<file path="config.mk">
export PLATFORM = sky130hd
export DESIGN_NAME = e203_itcm_ram_ctrl
export DESIGN_NICKNAME = d
export VERILOG_FILES = /design/src/rtl/e203_itcm_ram_ctrl_pkg.sv /design/src/rtl/e203_itcm_ram_ctrl_rspbuf.sv /design/src/rtl/e203_itcm_ram_ctrl.sv
export SDC_FILE = /design/constraint.sdc
export NUM_CORES = 1
export LEC_CHECK = 0
export CAP_MARGIN = 10
export CORE_AREA = 3 3 128 130
export DETAILED_ROUTE_END_ITERATION = 6
export DIE_AREA = 0 0 131 133
export HOLD_SLACK_MARGIN = 0.12
export PLACE_DENSITY = 0.79
export SYNTH_ARGS = -nofsm -noshare
export SYNTH_HDL_FRONTEND = slang
export SYNTH_SLANG_ARGS = --single-unit
</file>
<file path="constraint.sdc">
create_clock -name clk -period 1.7 [get_ports clk]
set_clock_uncertainty 0.15 [all_clocks]
set_input_delay 0.34 -clock clk [delete_from_list [all_inputs] [get_ports clk]]
set_output_delay 0.34 -clock clk [all_outputs]
set_load 0.005 [all_outputs]
</file>
<file path="src/rtl/e203_itcm_ram_ctrl_pkg.sv">
// e203_itcm_ram_ctrl_pkg: shared ITCM geometry defaults, response-kind type and sleep-limit helper
package e203_itcm_ram_ctrl_pkg;
  localparam int E203_ITCM_BUS_AW = 32;
  localparam int E203_ITCM_RAM_AW = 13;
  localparam int E203_ITCM_RAM_DW = 64;
  localparam int E203_ITCM_RAM_MW = E203_ITCM_RAM_DW / 8;
  localparam logic [15:0] E203_ITCM_BASE_HI = 16'h8000;
  localparam int E203_ITCM_IDLE_LS = 16;
  typedef struct packed {
    logic rd;
    logic err;
  } rsp_kind_t;
  function automatic logic [15:0] ls_limit(input int idle);
    return idle > 0 ? 16'(idle - 1) : 16'd0;
  endfunction
endpackage

</file>
<file path="src/rtl/e203_itcm_ram_ctrl_rspbuf.sv">
// e203_itcm_ram_ctrl_rspbuf: in-flight (f) and hold (h) response slots covering SRAM read latency under back-pressure
module e203_itcm_ram_ctrl_rspbuf
  import e203_itcm_ram_ctrl_pkg::*;
#(
  parameter int DW = E203_ITCM_RAM_DW
)(
  input  logic          clk,
  input  logic          rst,
  input  logic          i_push,
  input  rsp_kind_t     i_kind,
  input  logic          i_rsp_ready,
  input  logic [DW-1:0] i_ram_dout,
  output logic          o_valid,
  output logic          o_err,
  output logic [DW-1:0] o_rdata,
  output logic          o_f,
  output logic          o_h
);
  logic          r_f, r_h, r_h_err;
  rsp_kind_t     r_f_kind;
  logic [DW-1:0] r_h_data, w_f_data;
  assign w_f_data = (r_f & r_f_kind.rd & ~r_f_kind.err) ? i_ram_dout : '0;
  assign o_valid  = r_f | r_h;
  assign o_rdata  = r_h ? r_h_data : w_f_data;
  assign o_err    = r_h ? r_h_err : (r_f & r_f_kind.err);
  assign o_f      = r_f;
  assign o_h      = r_h;
  // ram_dout is only valid for one cycle, so a stalled response is snapshotted into the hold slot
  always_ff @(posedge clk) begin
    if (rst) begin
      r_f      <= 1'b0;
      r_f_kind <= '0;
      r_h      <= 1'b0;
      r_h_err  <= 1'b0;
      r_h_data <= '0;
    end else begin
      r_f      <= i_push;
      r_f_kind <= i_kind;
      if (r_f & ~i_rsp_ready) begin
        r_h      <= 1'b1;
        r_h_err  <= r_f_kind.err;
        r_h_data <= w_f_data;
      end else if (r_h & i_rsp_ready) begin
        r_h      <= 1'b0;
        r_h_err  <= 1'b0;
        r_h_data <= '0;
      end
    end
  end
endmodule

</file>
<file path="src/rtl/e203_itcm_ram_ctrl.sv">
// e203_itcm_ram_ctrl: ICB-to-single-port-SRAM initiator for the ITCM with response buffering and idle light-sleep
module e203_itcm_ram_ctrl
  import e203_itcm_ram_ctrl_pkg::*;
#(
  parameter int                       BUS_AW  = E203_ITCM_BUS_AW,
  parameter int                       RAM_AW  = E203_ITCM_RAM_AW,
  parameter int                       RAM_DW  = E203_ITCM_RAM_DW,
  parameter int                       RAM_MW  = E203_ITCM_RAM_MW,
  parameter logic [BUS_AW-RAM_AW-4:0] BASE_HI = E203_ITCM_BASE_HI,
  parameter int                       IDLE_LS = E203_ITCM_IDLE_LS
)(
  input  logic              clk,
  input  logic              rst,
  input  logic              icb_cmd_valid,
  output logic              icb_cmd_ready,
  input  logic              icb_cmd_read,
  input  logic [BUS_AW-1:0] icb_cmd_addr,
  input  logic [RAM_DW-1:0] icb_cmd_wdata,
  input  logic [RAM_MW-1:0] icb_cmd_wmask,
  output logic              icb_rsp_valid,
  input  logic              icb_rsp_ready,
  output logic [RAM_DW-1:0] icb_rsp_rdata,
  output logic              icb_rsp_err,
  output logic              ram_cs,
  output logic              ram_we,
  output logic [RAM_AW-1:0] ram_addr,
  output logic [RAM_MW-1:0] ram_wem,
  output logic [RAM_DW-1:0] ram_din,
  input  logic [RAM_DW-1:0] ram_dout,
  output logic              ram_ls
);
  localparam logic [15:0] LS_MAX = ls_limit(IDLE_LS);
  localparam bit          LS_EN  = IDLE_LS > 0;
  logic        w_accept, w_in_range, w_wake, w_idle, w_f, w_h, w_unused;
  logic        r_ls;
  logic [15:0] r_cnt;
  rsp_kind_t   w_kind;
  assign w_unused      = ^icb_cmd_addr[2:0];
  assign icb_cmd_ready = ~rst & ~w_h & ~(w_f & ~icb_rsp_ready) & ~r_ls;
  assign w_accept      = icb_cmd_valid & icb_cmd_ready;
  assign w_in_range    = icb_cmd_addr[BUS_AW-1:RAM_AW+3] == BASE_HI;
  assign w_kind        = '{rd: icb_cmd_read, err: ~w_in_range};
  assign ram_cs        = w_accept & w_in_range;
  assign ram_we        = ram_cs & ~icb_cmd_read;
  assign ram_addr      = icb_cmd_addr[RAM_AW+2:3];
  assign ram_wem       = icb_cmd_read ? '0 : icb_cmd_wmask;
  assign ram_din       = icb_cmd_wdata;
  assign ram_ls        = r_ls;
  // a command arriving while asleep only wakes the SRAM; it is accepted on the following cycle
  assign w_wake        = r_ls & icb_cmd_valid;
  assign w_idle        = ~w_accept & ~w_f & ~w_h & ~w_wake;
  always_ff @(posedge clk) begin
    if (rst) begin
      r_cnt <= '0;
      r_ls  <= 1'b0;
    end else begin
      r_cnt <= ~w_idle ? '0 : (r_cnt == LS_MAX ? r_cnt : r_cnt + 16'd1);
      r_ls  <= w_wake ? 1'b0 : (r_ls | (LS_EN & w_idle & (r_cnt == LS_MAX)));
    end
  end
  e203_itcm_ram_ctrl_rspbuf #(.DW(RAM_DW)) u_rspbuf (
    .clk        (clk),
    .rst        (rst),
    .i_push     (w_accept),
    .i_kind     (w_kind),
    .i_rsp_ready(icb_rsp_ready),
    .i_ram_dout (ram_dout),
    .o_valid    (icb_rsp_valid),
    .o_err      (icb_rsp_err),
    .o_rdata    (icb_rsp_rdata),
    .o_f        (w_f),
    .o_h        (w_h)
  );
endmodule

</file>
==> run_results.csv, run 1 <==
group,metric,value,unit
cells_and_area,antenna_cells,0,
place,dp_hpwl,8080,um
logic_synthesis,ys_seq_elements,86,
cells_and_area,final_cell_mix,"a22o_1 (128), dfxtp_1 (82), clkdlybuf4s50_1 (78)",
route,drt.antenna.violating_nets,0,
min_path,min-delay-path-class,"reg -> reg",
sta,setup_viol,145,
clock_network,cts_tree,"built",
cells_and_area,nets,753,
cells_and_area,drive_above_1_share,34.2,%
die,io_pins,328,
setup_path,path_class,"reg -> out",
setup_path,start_kind,"flip-flop",
setup_path,reg2reg_slack,-0.11,ns
die,rows,45,
logic_synthesis,synth-edff-count,0,
clock_network,htree_levels,3,
sta,maxSlewHeadroom,78.0,%
sta,slew_violations,0,
die,initial_core_util,28.3,%
global_route,grt_pass1_wl,21100,um
die,die_x,131,um
clock_network,clock_latency,0.34,ns
sta,min_period_over_period,131,%
route,drt-total-wl,16400,um
global_route,grt_max_degree,65,
logic_synthesis,avgSynthCellArea,10.1,um^2
setup_path,arrival,1.74,ns
clock_network,numCtsBuffers,9,
clock_network,root_buffer,"clkbuf_16",
logic_synthesis,ys_warn_count,0,
run_status,outcome,"finished with violations",
sta,worst_pin_slew,0.327,ns
clock_network,clockBufferDepth,2,
die,core_area,15300,um^2
place,gp_congestion,0.769,
die,die_y,133,um
route,drtIter0Drc,232,
power_and_ir_drop,leakage,2.91,nW
setup_path,worstPathMaxFanout,8,
cells_and_area,finish.utilization,44.1,%
cells_and_area,fillers,1389,
logic_synthesis,ys_seq_area_share,39.9,%
global_route,antenna_found_initial,0,
power_and_ir_drop,p_per_area,703,nW/um^2
route,routed_via_density,5.11,
clock_network,clkTransAtPathRegs,0.06,ns
sta,hold_violations,0,
die,die_area,17400,um^2
route,drt_pre_antenna_iters,4,
clock_network,hold_buffers,0,
min_path,hold_depth,1,
global_route,gr-total-overflow,0,
run_status,violations,"negative setup slack",
setup_path,r2r_start,"u_rspbuf.o_f",
logic_synthesis,syn-num-nets,602,
logic_synthesis,synth_flop_cell,"dfxtp_1",
power_and_ir_drop,peakVddDrop,460,uV
logic_synthesis,synth_cells,428,
run,maxCapViolCount,0,
sta,min_period,2.23,ns
clock_network,clock-sinks,86,
logic_synthesis,synthDistinctLibCells,43,
route,vias,4059,
place,portBuffers,170,
cells_and_area,layout_commonest_cell,"a22o_1",
setup_path,cp.required,1.21,ns
global_route,grt_use_total,15.6,%
power_and_ir_drop,power.total,4.74,mW
sta,worst_slack,-0.526,ns
sta,rsz0062_at_grt,"yes",
setup_path,timing.critical_path.to_type,"primary output",
sta,fmax,449,MHz
logic_synthesis,synth_area,4310,um^2
cells_and_area,syn2layout_area_growth,56.2,%
setup_path,startpoint,"u_rspbuf.o_f",
logic_synthesis,async_flop_share,0,%
route,drc,0,
setup_path,r2r_cells,9,
global_route,grt_pass1_vias,3938,
min_path,hp-start,"u_rspbuf.r_h_data[37]",
route,wl_per_cell,20.7,um
[final cells by class]
| cell class | instances | area (um^2) | share of cell area [%] |
|---|---|---|---|
| Timing Repair Buffer | 249 | 2490 | 37.0 |
| Inverter | 1 | 3.75 | 0.0557 |
| Sequential cell | 86 | 1730 | 25.6 |
| Clock buffer | 10 | 239 | 3.55 |
| Clock inverter | 6 | 71.3 | 1.06 |
| Multi-Input combinational cell | 232 | 1940 | 28.8 |
| Tap cell | 211 | 264 | 3.92 |
[where the power goes]
group / total [mW] / switching, mW / leakage, nW / internal, mW
logic: 0.668 / 0.258 / 2.07 / 0.411
clock network: 2.02 / 0.838 / 0.145 / 1.19
registers: 2.04 / 0.0116 / 0.696 / 2.03
total: 4.74 / 1.11 / 2.91 / 3.63
[synthesized netlist by cell type, drive strengths merged, types with 2 or more instances]
library cell	number	area share, %
a22o	128	26
buf	103	18
dfxtp	86	40
nor2	17	1.6
nand2	11	0.96
nor2b	11	1.7
nor4	9	1.6
nand3	7	0.93
clkbuf	6	0.52
xnor2	6	1.2
a21oi	4	0.46
and3	4	0.61
o21ai	4	0.46
a31oi	3	0.44
nand4	3	0.58
nor3	3	0.35
xor2	3	0.61
and2	2	0.29
nand2b	2	0.46
nor3b	2	0.35
nor4b	2	0.55
[per-layer routing]
metal	vias up	routed length (um)	track usage, %
met5	-	0	0
met4	0	626	7.71
met3	53	1530	4.48
met2	234	7750	25.9
met1	1938	6520	18.2
li1	1834	-	-
[flip-flops by register name (all words and copies together), names as in the netlist]
register / cells
u_rspbuf.r_h_err: 1
u_rspbuf.o_h: 1
u_rspbuf.o_f: 1
u_rspbuf.r_h_data: 64
ram_ls: 1
r_cnt: 16
u_rspbuf.r_f_kind: 2
[critical path, stage by stage (launching register included)]
cell,delay [ns]
dfxtp_2,0.34
nor4bb_4,0.29
buf_6,0.18
buf_12,0.13
buf_8,0.11
buf_12,0.11
a22o_1,0.12
buf_2,0.11
[worst paths after layout]
path,end
worst max register to register,u_rspbuf.r_h_data[38]
worst min-delay path,u_rspbuf.r_h_data[37]
worst min register to register,u_rspbuf.r_h_data[37]
worst max-delay path,icb_rsp_rdata[16]
[what timing repair did]
| item | 4_1_cts | 5_1_grt |
|---|---|---|
| hold endpoints to repair | 0 | 0 |
| buffers inserted | 30 | 11 |
| resized for setup | 349 | 40 |
| pin swaps | 74 | 44 |
| gates cloned | 9 | 14 |
| setup endpoints to repair | 145 | 151 |
[per-stage QoR]
stage / worst slack, ns / TNS, ns / instances / instance area (um^2) / hold slack [ns]
finish: -0.526 / -36.48 / 795 / 6740 / 0.328
global route: -0.620 / -47.18 / 795 / 6740 / 0.341
CTS: -0.620 / -34.53 / 777 / 6350 / 0.307
detailed placement: -0.929 / -64.87 / 724 / 5740 / 0.306
global placement: -0.911 / -59.60 / 724 / 5740 / 0.306
floorplan: 0.0110 / 0 / 428 / 4310 / 0.266
[kinds of logic after synthesis]
logic type,after synthesis,share of synthesized area [%]
compound gates,142,28.0
fa+ha+maj,1,0.290
flops,86,39.9
xor+xnor,9,1.83
mux,1,0.232
simple gates,79,11.2
buf+inv,110,18.6
No activity file was read; power rests on OpenSTA's default activity.
==> run 2, diff against run 1 <==
- CTS_CLUSTER_SIZE: unset -> 14
- MAX_ROUTING_LAYER: unset -> met4
==> run 2 against run 1 <==
Net effect:
- the flow still finishes with violations (negative setup slack)
- cell count unchanged
- global-route usage grew 0.46 points
- total power hardly changed
- critical path type unchanged
- largest power group unchanged
- highest routed layer unchanged
==> run_results.csv, run 2 (synthesized netlist as in run 1, its figures left out) <==
group,metric,value,unit
setup_path,critPathSlowestCell,"dfxtp_2",
sta,worst_pin_slew,0.324,ns
clock_network,numCtsBuffers,9,
clock_network,htree_levels,3,
global_route,grt_pass1_wl,21100,um
global_route,gr-total-overflow,0,
sta,fmax,449,MHz
place,dp_hpwl,8080,um
die,die_x,131,um
die,io_pins,328,
power_and_ir_drop,combPwrFrac,14.1,%
run,maxCapViolCount,0,
setup_path,crit_path_end,"icb_rsp_rdata[53]",
route,routed_via_density,5.12,
sta,final.setup.tns,-36.36,ns
route,drc,0,
setup_path,slowest_delay,0.34,ns
place,placed_cell_area,5740,um^2
clock_network,root_buffer,"clkbuf_16",
run_status,violations,"negative setup slack",
cells_and_area,antenna_cells,0,
setup_path,r2r_end,"u_rspbuf.r_h_data[42]",
sta,min_period,2.23,ns
route,wl_per_cell,20.7,um
setup_path,cp.buffers_inverters,5,
route,drt.antenna.violating_nets,0,
global_route,grt_max_degree,65,
setup_path,crit_chain,"nor4bb_4, buf_6, buf_12, buf_12, buf_6, a22o_1, buf_2",
setup_path,cp.required,1.21,ns
sta,min_period_over_period,131,%
setup_path,worstPathMaxFanout,7,
sta,slew_violations,0,
setup_path,arrival,1.74,ns
die,die_y,133,um
setup_path,r2r_cells,9,
place,gp_congestion,0.779,
die,core_area,15300,um^2
power_and_ir_drop,peakVddDrop,455,uV
route,drt_pre_antenna_iters,4,
route,vias,4069,
cells_and_area,top_register,"u_rspbuf.r_h_data",
clock_network,clock-sinks,86,
power_and_ir_drop,switchingPower,1.10,mW
power_and_ir_drop,clkPwrFrac,42.7,%
setup_path,cp_top_family,"buffers and inverters",
run_status,outcome,"finished with violations",
clock_network,cts_tree,"built",
route,drtIter0Drc,212,
sta,rsz0062_at_grt,"yes",
die,initial_core_util,28.3,%
setup_path,timing.critical_path.to_type,"primary output",
sta,setup_viol,145,
power_and_ir_drop,leakage,2.91,nW
clock_network,clkTransAtPathRegs,0.07,ns
min_path,min-delay-path-class,"reg -> reg",
cells_and_area,layout_commonest_cell,"a22o_1",
setup_path,r2r_start,"u_rspbuf.o_f",
sta,maxSlewHeadroom,78.2,%
global_route,grt_pass1_vias,3948,
cells_and_area,drive_above_1_share,34.2,%
cells_and_area,largest_reg_flops,64,
power_and_ir_drop,p_per_area,703,nW/um^2
cells_and_area,finish.utilization,44.1,%
cells_and_area,final_cell_mix,"a22o_1 (128), dfxtp_1 (82), clkdlybuf4s50_1 (78)",
power_and_ir_drop,swShare,23.3,%
setup_path,start_kind,"flip-flop",
global_route,grt_use_total,16.1,%
cells_and_area,nets,753,
power_and_ir_drop,power.total,4.73,mW
die,rows,45,
die,die_area,17400,um^2
power_and_ir_drop,internal-power,3.63,mW
cells_and_area,reg_top3,"u_rspbuf.r_h_data (64), r_cnt (16), u_rspbuf.r_f_kind (2)",
sta,hold_violations,0,
place,portBuffers,170,
power_and_ir_drop,pwr-share-seq,43.2,%
sta,worst_slack,-0.528,ns
setup_path,cp.depth,7,
setup_path,startpoint,"u_rspbuf.o_f",
setup_path,path_class,"reg -> out",
clock_network,clock_latency,0.34,ns
clock_network,hold_buffers,0,
route,drt-total-wl,16400,um
setup_path,reg2reg_slack,-0.11,ns
cells_and_area,fin_area,6740,um^2
cells_and_area,syn2layout_area_growth,56.2,%
clock_network,clockBufferDepth,2,
global_route,antenna_found_initial,0,
sta,whs,0.328,ns
-- run 2: cell counts in the layout (fill, tap and decap cells not counted) --
Identical to the previous run, type by type.
-- run 2: worst min-delay path by stage --
stage,start,to,cells past startpoint
global placement,u_rspbuf.r_h_data[49],u_rspbuf.r_h_data[49],1
floorplan,icb_rsp_ready,u_rspbuf.o_h,1
detailed placement,u_rspbuf.r_h_data[55],u_rspbuf.r_h_data[55],1
finish,u_rspbuf.r_h_data[37],u_rspbuf.r_h_data[37],1
CTS,icb_rsp_ready,u_rspbuf.o_h,3
global route,u_rspbuf.r_h_data[60],u_rspbuf.r_h_data[60],1
-- run 2: final cells by class --
class / count / area (um^2)
clock buffer: 10 / 239
fill: 1388 / 8520
timing repair buffer: 249 / 2490
inverter: 1 / 3.75
clock inverter: 6 / 71.3
multi-input combinational: 232 / 1940
sequential: 86 / 1730
tap: 211 / 264
-- run 2: power by group through the flow --
stage          registers, mW  logic (mW)  clock network [mW]
2_1_floorplan           2.09       0.283                   0
3_3_place_gp            2.09       0.488                   0
3_5_place_dp            2.09       0.497                   0
4_1_cts                 2.04       0.539                2.08
5_1_grt                 2.04       0.707                2.16
6_report                2.04       0.667                2.02
-- run 2: metrics by stage --
stage          cells  setup WS [ns]
3_3_place_gp     724         -0.911
2_1_floorplan    428         0.0110
5_1_grt          795         -0.624
6_report         795         -0.528
3_5_place_dp     724         -0.929
4_1_cts          777         -0.620
-- run 2: layer usage --
metal	wire, um	GRT usage [%]	vias to the layer above	share of wire [%]
li1	-	-	1832	-
met1	6810	18.3	1934	41
met2	7670	25.9	250	47
met3	1310	4.44	53	8.0
met4	645	7.71	0	3.9
met5	0	-	-	0
-- run 2: what timing repair did --
item | in CTS | in global routing
cloned | 9 | 14
resized for setup | 349 | 40
pin swaps | 74 | 41
buffers inserted | 30 | 11
endpoints found under the setup margin | 145 | 151
